### src/rtl/tt_uio_uart_tx_if.sv
// Byte handshake between the ui_in byte source and the UART transmitter.
// The master offers data_in/data_valid; the slave answers with data_ready.
interface tt_uio_uart_tx_if;
  logic [7:0] data_in;
  logic       data_valid;
  logic       data_ready;

  modport master (
    output data_in,
    output data_valid,
    input  data_ready
  );

  modport slave (
    input  data_in,
    input  data_valid,
    output data_ready
  );
endinterface

### src/rtl/tt_uio_uart_tx.sv
// UART 8N1 transmitter for the tile's uio pin: accepts a byte over a valid/ready
// handshake and shifts it out LSB first, with start and stop bits.
module tt_uio_uart_tx #(
  parameter int unsigned CLKS_PER_BIT = 16
) (
  input  logic                    clk,
  input  logic                    rst,
  input  logic                    ena,
  tt_uio_uart_tx_if.slave         byte_if,
  output logic                    txd,
  output logic                    txd_oe,
  output logic                    busy,
  output logic [7:0]              bytes_sent
);

  localparam int unsigned CntW = (CLKS_PER_BIT > 1) ? $clog2(CLKS_PER_BIT) : 1;
  localparam logic [CntW-1:0] CntLast = CntW'(CLKS_PER_BIT - 1);

  typedef enum logic [1:0] {StIdle, StStart, StData, StStop} state_e;

  state_e          state_q;
  logic [CntW-1:0] cnt_q;
  logic [2:0]      bit_idx_q;
  logic [7:0]      shreg_q;
  logic            txd_q;
  logic            txd_oe_q;
  logic            busy_q;
  logic [7:0]      bytes_sent_q;
  logic            accept;
  logic            bit_end;

  assign byte_if.data_ready = (state_q == StIdle) && ena && !rst;
  assign accept             = byte_if.data_valid && byte_if.data_ready;
  assign bit_end            = (cnt_q == CntLast);

  always_ff @(posedge clk) begin
    if (rst) begin
      state_q      <= StIdle;
      cnt_q        <= '0;
      bit_idx_q    <= '0;
      shreg_q      <= '0;
      txd_q        <= 1'b1;
      txd_oe_q     <= 1'b1;
      busy_q       <= 1'b0;
      bytes_sent_q <= '0;
    end else begin
      txd_oe_q <= 1'b1;
      unique case (state_q)
        StIdle: begin
          if (accept) begin
            shreg_q   <= byte_if.data_in;
            state_q   <= StStart;
            txd_q     <= 1'b0;
            busy_q    <= 1'b1;
            cnt_q     <= '0;
            bit_idx_q <= '0;
          end
        end
        StStart: begin
          if (bit_end) begin
            cnt_q   <= '0;
            state_q <= StData;
            txd_q   <= shreg_q[0];
          end else begin
            cnt_q <= cnt_q + CntW'(1);
          end
        end
        StData: begin
          if (bit_end) begin
            cnt_q   <= '0;
            shreg_q <= {1'b0, shreg_q[7:1]};
            if (bit_idx_q == 3'd7) begin
              state_q <= StStop;
              txd_q   <= 1'b1;
            end else begin
              bit_idx_q <= bit_idx_q + 3'd1;
              // shreg_q still holds the current bit in [0], so the next one is [1]
              txd_q     <= shreg_q[1];
            end
          end else begin
            cnt_q <= cnt_q + CntW'(1);
          end
        end
        StStop: begin
          if (bit_end) begin
            cnt_q        <= '0;
            state_q      <= StIdle;
            busy_q       <= 1'b0;
            bytes_sent_q <= bytes_sent_q + 8'd1;
          end else begin
            cnt_q <= cnt_q + CntW'(1);
          end
        end
        default: state_q <= StIdle;
      endcase
    end
  end

  assign txd        = txd_q;
  assign txd_oe     = txd_oe_q;
  assign busy       = busy_q;
  assign bytes_sent = bytes_sent_q;

endmodule
### src/flat_wrapper.sv
// flat-port wrapper written by rule: the top's interface ports become plain ports
module tt_uio_uart_tx_flat 
#(
  parameter int unsigned CLKS_PER_BIT = 16
)
  (clk, rst, ena, txd, txd_oe, busy, bytes_sent, byte_if_data_in, byte_if_data_valid, byte_if_data_ready);
  tt_uio_uart_tx_if byte_if_i ();
  input  logic clk;
  input  logic rst;
  input  logic ena;
  output logic txd;
  output logic txd_oe;
  output logic busy;
  output logic [7:0] bytes_sent;
  input wire logic [$bits(byte_if_i.data_in)-1:0] byte_if_data_in;
  input wire logic [$bits(byte_if_i.data_valid)-1:0] byte_if_data_valid;
  output wire logic [$bits(byte_if_i.data_ready)-1:0] byte_if_data_ready;
  assign byte_if_i.data_in = byte_if_data_in;
  assign byte_if_i.data_valid = byte_if_data_valid;
  assign byte_if_data_ready = byte_if_i.data_ready;
  tt_uio_uart_tx #(.CLKS_PER_BIT(CLKS_PER_BIT)) u_core (.clk(clk), .rst(rst), .ena(ena), .byte_if(byte_if_i), .txd(txd), .txd_oe(txd_oe), .busy(busy), .bytes_sent(bytes_sent));
endmodule
### config.mk
export PLATFORM = sky130hd
export DESIGN_NAME = tt_uio_uart_tx_flat
export DESIGN_NICKNAME = d
export VERILOG_FILES = /design/src/rtl/tt_uio_uart_tx_if.sv /design/src/rtl/tt_uio_uart_tx.sv /design/src/flat_wrapper.sv
export SDC_FILE = /design/constraint.sdc
export NUM_CORES = 1
export LEC_CHECK = 0
export BUFFER_PORTS_ARGS = -buffer_cell sky130_fd_sc_hd__buf_2
export CAP_MARGIN = 25
export CORE_ASPECT_RATIO = 0.5
export CORE_MARGIN = 4
export CORE_UTILIZATION = 30
export DETAILED_ROUTE_END_ITERATION = 10
export PLACE_DENSITY = 0.5
export RECOVER_POWER = 100
export SYNTH_ARGS = -nofsm -noshare
export SYNTH_HDL_FRONTEND = slang
export SYNTH_SLANG_ARGS = --single-unit
### constraint.sdc
create_clock -name clk -period 3.55 [get_ports clk]
set_clock_uncertainty 0.2 [all_clocks]
set_input_delay 0.355 -clock clk [delete_from_list [all_inputs] [get_ports clk]]
set_output_delay 0.355 -clock clk [all_outputs]
set_load 0.05 [all_outputs]
# Word level (Yosys, flattened, before mapping)
# Cells that the tools add are included.
word_totals:
  register_bits: 27
  in_bits: 12
  output_inout_bits: 12
  word_cells: 60
classes:
  addsub: 3
  eq_ne: 11
  mux: 24
  n_reduce_logical: 15
ops:
  columns: ["operator", "count"]
  rows:
  - ["$mux 8", 2]
  - ["$pmux 8 s2", 1]
  - ["$mux 2", 5]
  - ["$ne 2x1->1 const B", 5]
  - ["$mux 3", 3]
  - ["$add 8x1->8 const B", 1]
  - ["$mux 4", 2]
  - ["$pmux 2 s4", 1]
  - ["$pmux 4 s2", 1]
  - ["$reduce_and 4->1", 2]
  - ["$mux 1", 6]
  - ["$pmux 3 s2", 1]
  - ["$reduce_and 3->1", 2]
  - ["$reduce_and 5->1", 1]
  - ["$add 4x1->4 const B", 1]
  - ["$eq 2x2->1 const B", 2]
  - ["$eq 4x4->1 const B", 1]
  - ["$reduce_bool 2->1", 2]
  - ["$add 3x1->3 const B", 1]
  - ["$eq 3x3->1 const B", 1]
  - ["$logic_and 1x1->1", 3]
  - ["$pmux 1 s3", 1]
  - ["$reduce_bool 3->1", 1]
  - ["$reduce_or 3->1", 1]
  - ["6 further kinds", 6]

# Depth between registers and ports, before layout
# Gate-level depths: netlist (run 1).
depth:
  depth_word: 6
  ltp_mapped: 7
  ltp_nobuf: 6

# Worst setup path after synthesis (run 1)
# OpenSTA, ideal clock, no wires.
synth_path:
  path_kind: "register -> register"
  start: "register u_core.state_q[1]"
  end: "register u_core.state_q[1]"
  setup_ps: 128
  arrival_ps: 1537
  required_time_ps: 3222
  slack_ps: 1685
  stages_incl_launch_ff: 7
  path_buffers: 0
  synth_period_minus_slack_ps: 1865
  cell_sequence: "dfxtp_1 -> inv_1 -> ha_1 -> or2_1 -> a222oi_1 -> mux2i_1 -> nor2_1"
synth_between:
  elab_chain_cells: 6
  word_cells_on_any_way: 14
  cone_classes: "8 x eq/ne; 1 x mux; 5 x reduce/logical"
synth_rtl:
  columns: ["element", "line_no", "text"]
  rows:
  - ["from (decl)", "tt_uio_uart_tx.sv:21", "state_e state_q;"]
  - ["from (signal assigned)", "tt_uio_uart_tx.sv:38", "state_q <= StIdle;"]
  - ["from (signal assigned)", "tt_uio_uart_tx.sv:52", "state_q <= StStart;"]
  - ["from (signal assigned)", "tt_uio_uart_tx.sv:62", "state_q <= StData;"]
  - ["$logic_not 2->1", "tt_uio_uart_tx.sv:32, tt_uio_uart_tx.sv:48", null]
  - ["$logic_and 1x1->1 (2 in series)", "tt_uio_uart_tx.sv:32", "assign byte_if.data_ready = (state_q == StIdle) && ena && !rst;"]
  - ["$logic_and 1x1->1", "tt_uio_uart_tx.sv:33", "assign accept = byte_if.data_valid && byte_if.data_ready;"]
  - ["$ne 2x1->1 (no source line)", null, null]
  - ["$reduce_and 5->1 (no source line)", null, null]
# Several ways; a longest one is shown, not always the timed one.
# A chain may end at the register's enable or synchronous reset.

# Final worst setup path (run 1)
layout_path:
  start: "register u_core.state_q[0]"
  end: "register u_core.shreg_q[6]"
layout_between:
  elab_chain_cells: 6
  word_cells_on_any_way: 10
  cone_classes: "3 x eq/ne; 1 x mux; 6 x reduce/logical"
layout_rtl:
  columns: ["element", "line_no", "text"]
  rows:
  - ["$logic_not 2->1", "tt_uio_uart_tx.sv:32, tt_uio_uart_tx.sv:48", null]
  - ["$logic_and 1x1->1 (2 in series)", "tt_uio_uart_tx.sv:32", null]
  - ["$logic_and 1x1->1", "tt_uio_uart_tx.sv:33", null]
  - ["$ne 2x1->1 (no source line)", null, null]
  - ["$reduce_and 3->1 (no source line)", null, null]
  - ["to (signal assigned)", "tt_uio_uart_tx.sv:51", "shreg_q <= byte_if.data_in;"]
  - ["to (signal assigned)", "tt_uio_uart_tx.sv:71", "shreg_q <= {1'b0, shreg_q[7:1]};"]
  - ["to (decl)", "tt_uio_uart_tx.sv:24", "logic [7:0] shreg_q;"]
# Several ways; a longest one is shown, not always the timed one.

==> results.md, run 1 <==
- Ys flop type: dfxtp_1
- Share of layout cells above drive strength 1: 0.09770
- Tcrit/Tclk final: 0.7019
- Die width: 104.8 um
- Crit path DAT: 2.49 ns
- GR Overflow Total: 0
- RSZ-0062 raised after global routing: false
- Vias/cell: 4.957
- Core area: 4467 um^2
- Pin count of the biggest net entering global routing: 30
- CTS tree: built
- Maximum vdd drop: 0.1765 mV
- Power density cells: 628.0 nW/um^2
- All-Layer GR Usage: 0.1046
- Flops & latches, synth: 27
- Synthesis warning total: 0
- Largest driver fanout on the critical path: 16
- Hold Path Stages: 3
- Root Driver: clkbuf_8
- Synth Instances: 155
- Avg WL per Cell: 12.96 um
- Worst slew margin: 0.5528
- HPWL Detailed: 2112 um
- First-pass GRT wire length: 5043 um
- TritonCTS Buffers: 3
- Fraction of registers with async set/reset: 0
- Vias in the first global route: 1,134
- # hold bufs at CTS: 0
- F_max: 401.3 MHz
- WP data required: 3.55 ns
- Post-DRT Antenna Nets: 0
- Worst path top cell family by delay: compound AO/OA/AOI/OAI gates
- Worst Setup Start Kind: flop
- I/O pin cnt: 24
- Detailed Route WL: 2993 um
- Hold path startpoint: byte_if_data_in[7]
- Worst Setup End Kind: flop
- Post-CTS Setup Bufs: 0
- DRC Markers: 0
- First-pass DRT Iterations: 4
- Drt first-iter violations: 42
- Slew @ Worst Pin: 0.6708 ns
- Commonest non-fill, non-tap cell in the layout: dfxtp_1
- Worst Hold End: u_core.shreg_q[7]
- Number of synthesized flops with an enable pin: 0
- Finish-stage setup viols: 0
- Slowest CP cell: ha_1
- Die area: 5914 um^2
- Resized cells post-CTS: 0
- Post-Layout Inst Area: 1563 um^2
- Final WS setup: 1.058 ns
- Chip height: 56.42 um
- TritonCTS Sinks: 27
- Area grow syn2layout: 11.12%
- Htree depth: 1
- Final setup TNS: 0 ns
- Min cycle time layout: 2.492 ns
- Starting Density: 0.3148
- Max Slew Vio Count: 0
- Via count: 1,145
- Syn avg cell area: 9.073 um^2
- CP Class: flop to flop
- Status: finished, final reports clean
- R2r worst-path depth: 6
- Syn Nets: 176
- Antenna violations before repair: 0
- FP Rows: 17
- Max Buffers Root-to-Sink: 2
- Reg2Reg Setup Slack: 1.06 ns
- Most frequent cells in the layout: 27 x dfxtp_1, 19 x nor2_1, 12 x clkbuf_1
- Post-DP Area: 1545 um^2
- Routability cong.: 0.7506
- Worst skew pair latency: 0.28 ns
- Worst Hold Class: input pin to flop
- Hold Fails Final Rpt: 0
- Max incr delay on CP: 0.60 ns
- Crit path cell chain: inv_1 > ha_1 > and4_1 > a2bb2oi_2 > nor2_1 > a211oi_1
- Max_cap viols: 0
- Port bufs: 22
- Leakage: 0.0005650 uW
- RR Startpoint: u_core.state_q[0]
- Nets: 196
- R2r endpoint: u_core.shreg_q[6]
- Netlist cell types: 44
- Worst Path Buf+Inv: 1
- Syn Std Cell Area: 1406 um^2
- Post-synthesis sequential area ratio: 0.3843
- CTS clk-pin slew, worst paths: 0.09 ns
- ANT cells: 0
- Dpl ws: 1.032 ns
==> flip-flops by register name, summed over array words and instances, names as in the netlist <==
register	cells
u_core.bit_idx_q	3
u_core.busy	1
u_core.bytes_sent	8
u_core.cnt_q	4
u_core.shreg_q	8
u_core.state_q	2
u_core.txd	1
==> where the power goes <==
group	internal (uW)	switching [uW]
Clock	80.7	100
Combinational	142	247
Sequential	370	41.2
Total	593	388
==> worst max path at each step <==
stage	from	endpoint	slack (ns)	depth (start not counted)
after floorplan	u_core.state_q[1]	u_core.state_q[1]	1.69	6
after global placement	u_core.state_q[0]	u_core.shreg_q[7]	1.15	6
after detailed placement	u_core.state_q[0]	u_core.shreg_q[6]	1.03	6
after CTS	u_core.state_q[0]	u_core.shreg_q[6]	1.03	6
after global routing	u_core.state_q[0]	u_core.shreg_q[4]	0.76	6
final	u_core.state_q[0]	u_core.shreg_q[6]	1.06	6
==> per-stage QoR <==
| stage | power (uW) | std cells | util | hold slack [ns] |
|---|---|---|---|---|
| 2_1_floorplan | 758.5 | 155 | - | 0.2492 |
| 3_3_place_gp | 817.4 | 227 | 0.3459 | 0.2317 |
| 3_5_place_dp | 826.7 | 227 | 0.3459 | 0.2384 |
| 4_1_cts | 1008 | 231 | 0.3560 | 0.1290 |
| 5_1_grt | 1058 | 231 | 0.3499 | 0.1584 |
| 6_report | 981.3 | 231 | 0.3499 | 0.1443 |
==> cell usage after synthesis (3+ instances only) <==
cell      instances  area (um^2)
dfxtp_1          27        540.5
nor2_1           19        71.32
a21oi_1          10        50.05
ha_1              9        112.6
mux2i_1           8        80.08
nand2_1           8        30.03
a211oi_1          6        45.04
inv_1             6        22.52
nand3_1           6        30.03
xnor2_1           6        52.55
nor3_1            4        20.02
o21ai_1           4        20.02
nand3b_1          3        22.52
==> cell type report <==
cell class | count | area [um^2]
Inverter | 6 | 22.52
Sequential cell | 27 | 540.5
Clock buffer | 4 | 45.04
Multi-Input combinational cell | 115 | 787.0
Tap cell | 57 | 71.32
Fill cell | 464 | 2904
Timing Repair Buffer | 22 | 96.34
==> metal layers <==
| metal | share of wire | track usage | vias up |
|---|---|---|---|
| li1 | - | - | 592 |
| met1 | 0.50 | 0.1319 | 523 |
| met2 | 0.43 | 0.1686 | 25 |
| met3 | 0.053 | 0.03100 | 5 |
| met4 | 0.013 | 0.04112 | 0 |
| met5 | 0 | 0 | - |
==> worst reg2reg max path, delay by kind of cell (launching register included) <==
family | cells | cell delay [ns]
simple gates | 2 | 0.39
compound gates | 2 | 0.76
fa+ha+maj | 1 | 0.60
flops | 1 | 0.36
buf+inv | 1 | 0.11
==> logic make-up after synthesis <==
kind of cell / share of synthesized area
and+or+nand+nor: 0.2340
AOI/OAI and AO/OA: 0.1521
DFF: 0.3843
buffers and inverters: 0.04625
adders and majority gates: 0.08007
muxes: 0.05694
xor gates and xnor gates: 0.04360
other: 0.002666
Note: power is estimated with default switching activity, not from simulation.
==> inputs of run 2 (changes only) <==
ABC_AREA = 1   (was not set)
PLACE_DENSITY = 0.51   (was 0.5)
clock period = 2.1 ns   (was 3.55 ns; I/O delays follow)
==> results.md, run 2 <==
- Core Util, Final: 0.3726 (was 0.3499)
- Slowest CP cell: dfxtp_1 (was ha_1)
- Max Slew Vio Count: 0 (unchanged)
- Worst Hold Class: input pin to flop (unchanged)
- Post-DP Area: 1695 um^2 (was 1545 um^2)
- I/O pin cnt: 24 (unchanged)
- Status: finished, final reports clean (unchanged)
- Max_cap viols: 0 (unchanged)
- Routability cong.: 0.7530 (was 0.7506)
- Ys flop type: dfxtp_1 (unchanged)
- Cell with the most instances after synthesis: nand2_1 (was dfxtp_1)
- Post-Layout Inst Area: 1728 um^2 (was 1563 um^2)
- Syn avg cell area: 6.729 um^2 (was 9.073 um^2)
- DRC Markers: 0 (unchanged)
- Largest area contributor in the netlist: dfxtp_1 (unchanged)
- F_max: 520.4 MHz (was 401.3 MHz)
- Power density cells: 1123 nW/um^2 (was 628.0 nW/um^2)
- Post-DRT Antenna Nets: 0 (unchanged)
- Slew @ Worst Pin: 0.6055 ns (was 0.6708 ns)
- Hold Fails Final Rpt: 0 (unchanged)
- Final setup TNS: 0 ns (unchanged)
- Post-synth top area share: 0.3570 (was 0.3843)
- Final WS setup: 0.1785 ns (was 1.058 ns)
- HPWL Detailed: 2467 um (was 2112 um)
- Post-synthesis sequential area ratio: 0.3570 (was 0.3843)
- Synthesis warning total: 0 (unchanged)
- Vias/cell: 4.519 (was 4.957)
- RSZ-0062 raised after global routing: false (unchanged)
- Port bufs: 22 (unchanged)
- Crit path DAT: 1.93 ns (was 2.49 ns)
- CTS clk-pin slew, worst paths: 0.10 ns (was 0.09 ns)
- ANT cells: 0 (unchanged)
- Commonest non-fill, non-tap cell in the layout: nand2_1 (was dfxtp_1)
- Finish-stage setup viols: 0 (unchanged)
- Worst slew margin: 0.5981 (was 0.5528)
- Root Driver: clkbuf_8 (unchanged)
- Share of layout cells above drive strength 1: 0.1089 (was 0.09770)
- Worst Path Buf+Inv: 1 (unchanged)
- Max Buffers Root-to-Sink: 2 (unchanged)
- Top cells by count, synth: 66 x nand2_1, 27 x dfxtp_1, 26 x inv_1 (was 27 x dfxtp_1, 19 x nor2_1, 10 x a21oi_1)
- Most frequent cells in the layout: 66 x nand2_1, 27 x dfxtp_1, 26 x inv_1 (was 27 x dfxtp_1, 19 x nor2_1, 12 x clkbuf_1)
- First-pass DRT Iterations: 4 (unchanged)
- Dpl ws: 0.1373 ns (was 1.032 ns)
- TritonCTS Buffers: 3 (unchanged)
- Synth Instances: 225 (was 155)
- Worst Setup End Kind: flop (unchanged)
- Crit-path most repeated cell: nor2_1
- Worst Setup Start Kind: flop (unchanged)
- Htree depth: 1 (unchanged)
- Avg WL per Cell: 10.74 um (was 12.96 um)
- CTS tree: built (unchanged)
- # hold bufs at CTS: 0 (unchanged)
- Detailed Route WL: 3373 um (was 2993 um)
- Maximum vdd drop: 0.3361 mV (was 0.1765 mV)
- Core area: 4637 um^2 (was 4467 um^2)
- Max incr delay on CP: 0.35 ns (was 0.60 ns)
- Post-CTS Setup Bufs: 0 (unchanged)
- Worst skew pair latency: 0.27 ns (was 0.28 ns)
- Tcrit/Tclk final: 0.9150 (was 0.7019)
- Crit path cell chain: inv_1 > ha_1 > nand4_2 > nand2_4 > nand2_1 > nor2_1 > nor2_1 > nor2_1 (was inv_1 > ha_1 > and4_1 > a2bb2oi_2 > nor2_1 > a211oi_1)
- Number of synthesized flops with an enable pin: 0 (unchanged)
- Leakage: 0.0007987 uW (was 0.0005650 uW)
- Min cycle time layout: 1.922 ns (was 2.492 ns)
- Chip height: 58.23 um (was 56.42 um)
- Largest driver fanout on the critical path: 25 (was 16)
- Nets: 270 (was 196)
- Flops & latches, synth: 27 (unchanged)
- Vias in the first global route: 1,335 (was 1,134)
- Fraction of registers with async set/reset: 0 (unchanged)
- Syn Nets: 246 (was 176)
- Die area: 6316 um^2 (was 5914 um^2)
- Pin count of the biggest net entering global routing: 26 (was 30)
- Largest cells by area after synthesis: dfxtp_1 36%, nand2_1 16%, ha_1 7.4% (was dfxtp_1 38%, ha_1 8.0%, mux2i_1 5.7%)
- Area grow syn2layout: 14.13% (was 11.12%)
- Die width: 108.5 um (was 104.8 um)
- All-Layer GR Usage: 0.1137 (was 0.1046)
- TritonCTS Sinks: 27 (unchanged)
- WP data required: 2.11 ns (was 3.55 ns)
- First-pass GRT wire length: 5761 um (was 5043 um)
- Netlist cell types: 24 (was 44)
- GR Overflow Total: 0 (unchanged)
- Worst path top cell family by delay: simple AND/OR/NAND/NOR gates (was compound AO/OA/AOI/OAI gates)
- Drt first-iter violations: 35 (was 42)
- Antenna violations before repair: 0 (unchanged)
- CP Class: flop to flop (unchanged)
- Syn Std Cell Area: 1514 um^2 (was 1406 um^2)
- FP Rows: 17 (unchanged)
- Starting Density: 0.3265 (was 0.3148)
- Via count: 1,419 (was 1,145)
[run 2: changes by cell type in the layout (fill, tap and decap cells not counted), moves of 8 or more]
cell	delta
inv_1	+20
nand2_1	+58
a21oi_1	+10
mux2i_1	-8
nand3_1	+10
[run 2: timing repair]
| item | in CTS | in global routing |
|---|---|---|
| endpoints found under the setup margin | 0 | 15 |
| gates resized for setup | 0 | 1 |
| endpoints found under the hold margin | 0 | 0 |
[run 2: logic make-up after synthesis]
| family | count (synthesis) | share of synthesized area |
|---|---|---|
| simple gates | 123 | 0.3603 |
| fa+ha+maj | 9 | 0.07438 |
| other cells | 1 | 0.002477 |
| buf+inv | 35 | 0.09916 |
| compound gates | 30 | 0.1066 |
| flops | 27 | 0.3570 |
[run 2: report_power, final]
part	internal (uW)	switching (uW)	total, uW	leakage [uW]
Sequential	612	62.0	674	0.000219
Clock	136	167	303	0.0000228
Combinational	309	655	964	0.000557
Total	1060	884	1940	0.000799
[run 2: through the flow]
stage                     total power (uW)  instances  hold WS, ns
final                                 1941        314      0.03338
after global placement                1653        310       0.2457
after floorplan                       1461        225      0.07907
after detailed placement              1651        310       0.2564
after CTS                             1971        314      0.02594
after global routing                  2136        314      0.02963
[run 2: layout make-up]
| type | instances | area [um^2] |
|---|---|---|
| fillers | 535 | 2909 |
| clock buffers | 4 | 45.04 |
| inverters | 27 | 101.3 |
| flip-flops and latches | 27 | 540.5 |
| repair buffers | 27 | 135.1 |
| multi-input cells | 163 | 823.3 |
| well taps | 66 | 82.58 |
[run 2: path summary, 6_finish.rpt]
| kind | start | endpoint | slack [ns] | cells past startpoint |
|---|---|---|---|---|
| setup / recovery | u_core.state_q[0] | u_core.state_q[0] | 0.18 | 8 |
| hold / removal | byte_if_data_in[7] | u_core.shreg_q[7] | 0.03 | 3 |
| setup reg to reg | u_core.state_q[0] | u_core.state_q[0] | 0.18 | 8 |
| hold reg to reg | u_core.shreg_q[0] | u_core.shreg_q[0] | 0.27 | 2 |
[run 2: metal layers]
layer  up-vias  part of all wire  GRT usage
li1        765                 -          -
met1       620              0.49     0.1378
met2        30              0.44     0.1923
met3         4             0.059    0.03893
met4         0             0.011    0.03417
met5         -                 0          0
[run 2: worst register-to-register path: stages (launching register included)]
cell and delay, ns:
dfxtp_1 0.35, inv_1 0.11, ha_1 0.32, nand4_2 0.18, nand2_4 0.26, nand2_1 0.09, nor2_1 0.16, nor2_1 0.06
nor2_1 0.13
==> inputs of run 3 (changes only) <==
ABC_AREA = not set   (was 1)
PLACE_DENSITY = 0.52   (was 0.51)
==> results.md, run 3 (synthesis gave the netlist of run 1 again) <==
- Status: finished, final reports clean (unchanged)
- Area grow syn2layout: 15.39% (was 14.13%)
- Internal: 1070 uW (was 1057 uW)
- WP data required: 2.06 ns (was 2.11 ns)
- Die area: 5914 um^2 (was 6316 um^2)
- Antenna violations before repair: 0 (unchanged)
- Commonest non-fill, non-tap cell in the layout: dfxtp_1 (was nand2_1)
- Htree depth: 1 (unchanged)
- Worst Setup Start Kind: flop (unchanged)
- Nets: 202 (was 270)
- Final WS setup: 0.1196 ns (was 0.1785 ns)
- I/O pin cnt: 24 (unchanged)
- Crit path DAT: 1.94 ns (was 1.93 ns)
- Pin count of the biggest net entering global routing: 29 (was 26)
- Vias/cell: 4.903 (was 4.519)
- Min cycle time layout: 1.980 ns (was 1.922 ns)
- Sw Pwr: 659.5 uW (was 884.1 uW)
- Maximum vdd drop: 0.2956 mV (was 0.3361 mV)
- Logic gate share of total power: 0.426 (was 0.497)
- Worst Path Buf+Inv: 2 (was 1)
- Switch share: 0.3814 (was 0.4554)
- Crit path cell chain: inv_1 > ha_1 > or2_1 > a222oi_1 > buf_4 > mux2i_1 > nor2_1 (was inv_1 > ha_1 > nand4_2 > nand2_4 > nand2_1 > nor2_1 > nor2_1 > nor2_1)
- Worst Hold Class: input pin to flop (unchanged)
- GR Overflow Total: 0 (unchanged)
- DRC Markers: 0 (unchanged)
- Worst path top cell family by delay: flip-flops (was simple AND/OR/NAND/NOR gates)
- Leakage: 0.0005969 uW (was 0.0007987 uW)
- Clock network fraction of design power: 0.173 (was 0.156)
- Share of layout cells above drive strength 1: 0.1278 (was 0.1089)
- Avg WL per Cell: 12.27 um (was 10.74 um)
- Chip height: 56.42 um (was 58.23 um)
- Tcrit/Tclk final: 0.9430 (was 0.9150)
- First-pass DRT Iterations: 4 (unchanged)
- Power share of the sequential group: 0.401 (was 0.347)
- Die width: 104.8 um (was 108.5 um)
- Fin Hold WS: 0.06776 ns (was 0.03338 ns)
- Drt first-iter violations: 34 (was 35)
- Dpl ws: 0.05155 ns (was 0.1373 ns)
- ANT cells: 0 (unchanged)
- Via count: 1,162 (was 1,419)
- CTS tree: built (unchanged)
- FP Rows: 17 (unchanged)
- Vias in the first global route: 1,120 (was 1,335)
- Root Driver: clkbuf_8 (unchanged)
- Routability cong.: 0.7937 (was 0.7530)
- All-Layer GR Usage: 0.1026 (was 0.1137)
- Hold Fails Final Rpt: 0 (unchanged)
- Worst skew pair latency: 0.27 ns (about the same)
- Max Buffers Root-to-Sink: 2 (unchanged)
- Layout fillers: 472 (was 535)
- RSZ-0062 raised after global routing: false (unchanged)
- First-pass GRT wire length: 5009 um (was 5761 um)
- Power density cells: 1065 nW/um^2 (was 1123 nW/um^2)
- Seq. cell area: 540.5 um^2 (unchanged)
- F_max: 505.0 MHz (was 520.4 MHz)
- Core Util, Final: 0.3633 (was 0.3726)
- Starting Density: 0.3148 (was 0.3265)
- Port bufs: 22 (unchanged)
- Finish-stage setup viols: 0 (unchanged)
- TritonCTS Sinks: 27 (unchanged)
- Worst Setup End Kind: flop (unchanged)
- Placed cells: 231 (was 310)
- Max incr delay on CP: 0.40 ns (was 0.35 ns)
- HPWL Detailed: 2084 um (was 2467 um)
- Largest driver fanout on the critical path: 4 (was 25)
- Slew @ Worst Pin: 0.6035 ns (was 0.6055 ns)
- CP Class: flop to flop (unchanged)
- CTS clk-pin slew, worst paths: 0.09 ns (was 0.10 ns)
- Most frequent cells in the layout: 27 x dfxtp_1, 19 x nor2_1, 12 x clkbuf_1 (was 66 x nand2_1, 27 x dfxtp_1, 26 x inv_1)
- Max_cap viols: 0 (unchanged)
- Core area: 4467 um^2 (was 4637 um^2)
- Post-DRT Antenna Nets: 0 (unchanged)
- Multi-input logic area: 789.5 um^2 (was 823.3 um^2)
- Final setup TNS: 0 ns (unchanged)
- Detailed Route WL: 2909 um (was 3373 um)
- Post-Layout Cell Count: 237 (was 314)
- Worst slew margin: 0.5994 (was 0.5981)
- Slowest CP cell: dfxtp_1 (unchanged)
- Max Slew Vio Count: 0 (unchanged)
- TritonCTS Buffers: 3 (unchanged)
[run 3: layer usage]
metal  up-vias  global-route usage  share of wire
li1        607                   -              -
met1       536              0.1236           0.50
met2        17              0.1787           0.45
met3         2             0.03789          0.039
met4         0             0.01682         0.0072
met5         -                   0              0
[run 3: worst paths after layout]
check                           from           endpoint  slack, ns  depth (start not counted)
hold / removal    byte_if_data_in[6]  u_core.shreg_q[6]       0.07                          3
hold reg to reg      u_core.cnt_q[1]    u_core.cnt_q[1]       0.28                          2
setup / recovery   u_core.state_q[1]  u_core.state_q[1]       0.12                          7
setup reg to reg   u_core.state_q[1]  u_core.state_q[1]       0.12                          7
[run 3: worst reg2reg max path: stages (launching register included)]
cell and delay [ns]:
dfxtp_1 0.40, inv_1 0.10, ha_1 0.24, or2_1 0.24
a222oi_1 0.29, buf_4 0.18, mux2i_1 0.17, nor2_1 0.06
[run 3: final cells by class]
cell class,instances,share of cell area
multi-input combinational,115,0.4865
clock buffer,4,0.02776
tap,57,0.04395
sequential,27,0.3331
inverter,6,0.01388
timing repair buffer,28,0.09483
[run 3: stage by stage]
| step | area, um^2 | power [uW] |
|---|---|---|
| floorplan | 1406 | 1282 |
| global placement | 1588 | 1442 |
| detailed placement | 1588 | 1448 |
| CTS | 1643 | 1756 |
| global route | 1623 | 1865 |
| finish | 1623 | 1729 |
[run 3: power by group through the flow]
stage               registers, uW  logic [uW]  clock network, uW
finish                        693         737                299
CTS                           695         746                315
detailed placement            706         741                  0
global placement              706         736                  0
global route                  714         815                336
floorplan                     757         525                  0
[run 3: what timing repair did]
action / 4_1_cts / 5_1_grt
setup buffers: 0 / 1
gates resized for setup: 0 / 1
hold buffers: 1 / 0
setup endpoints to repair: 0 / 8
hold endpoints to repair: 1 / 0
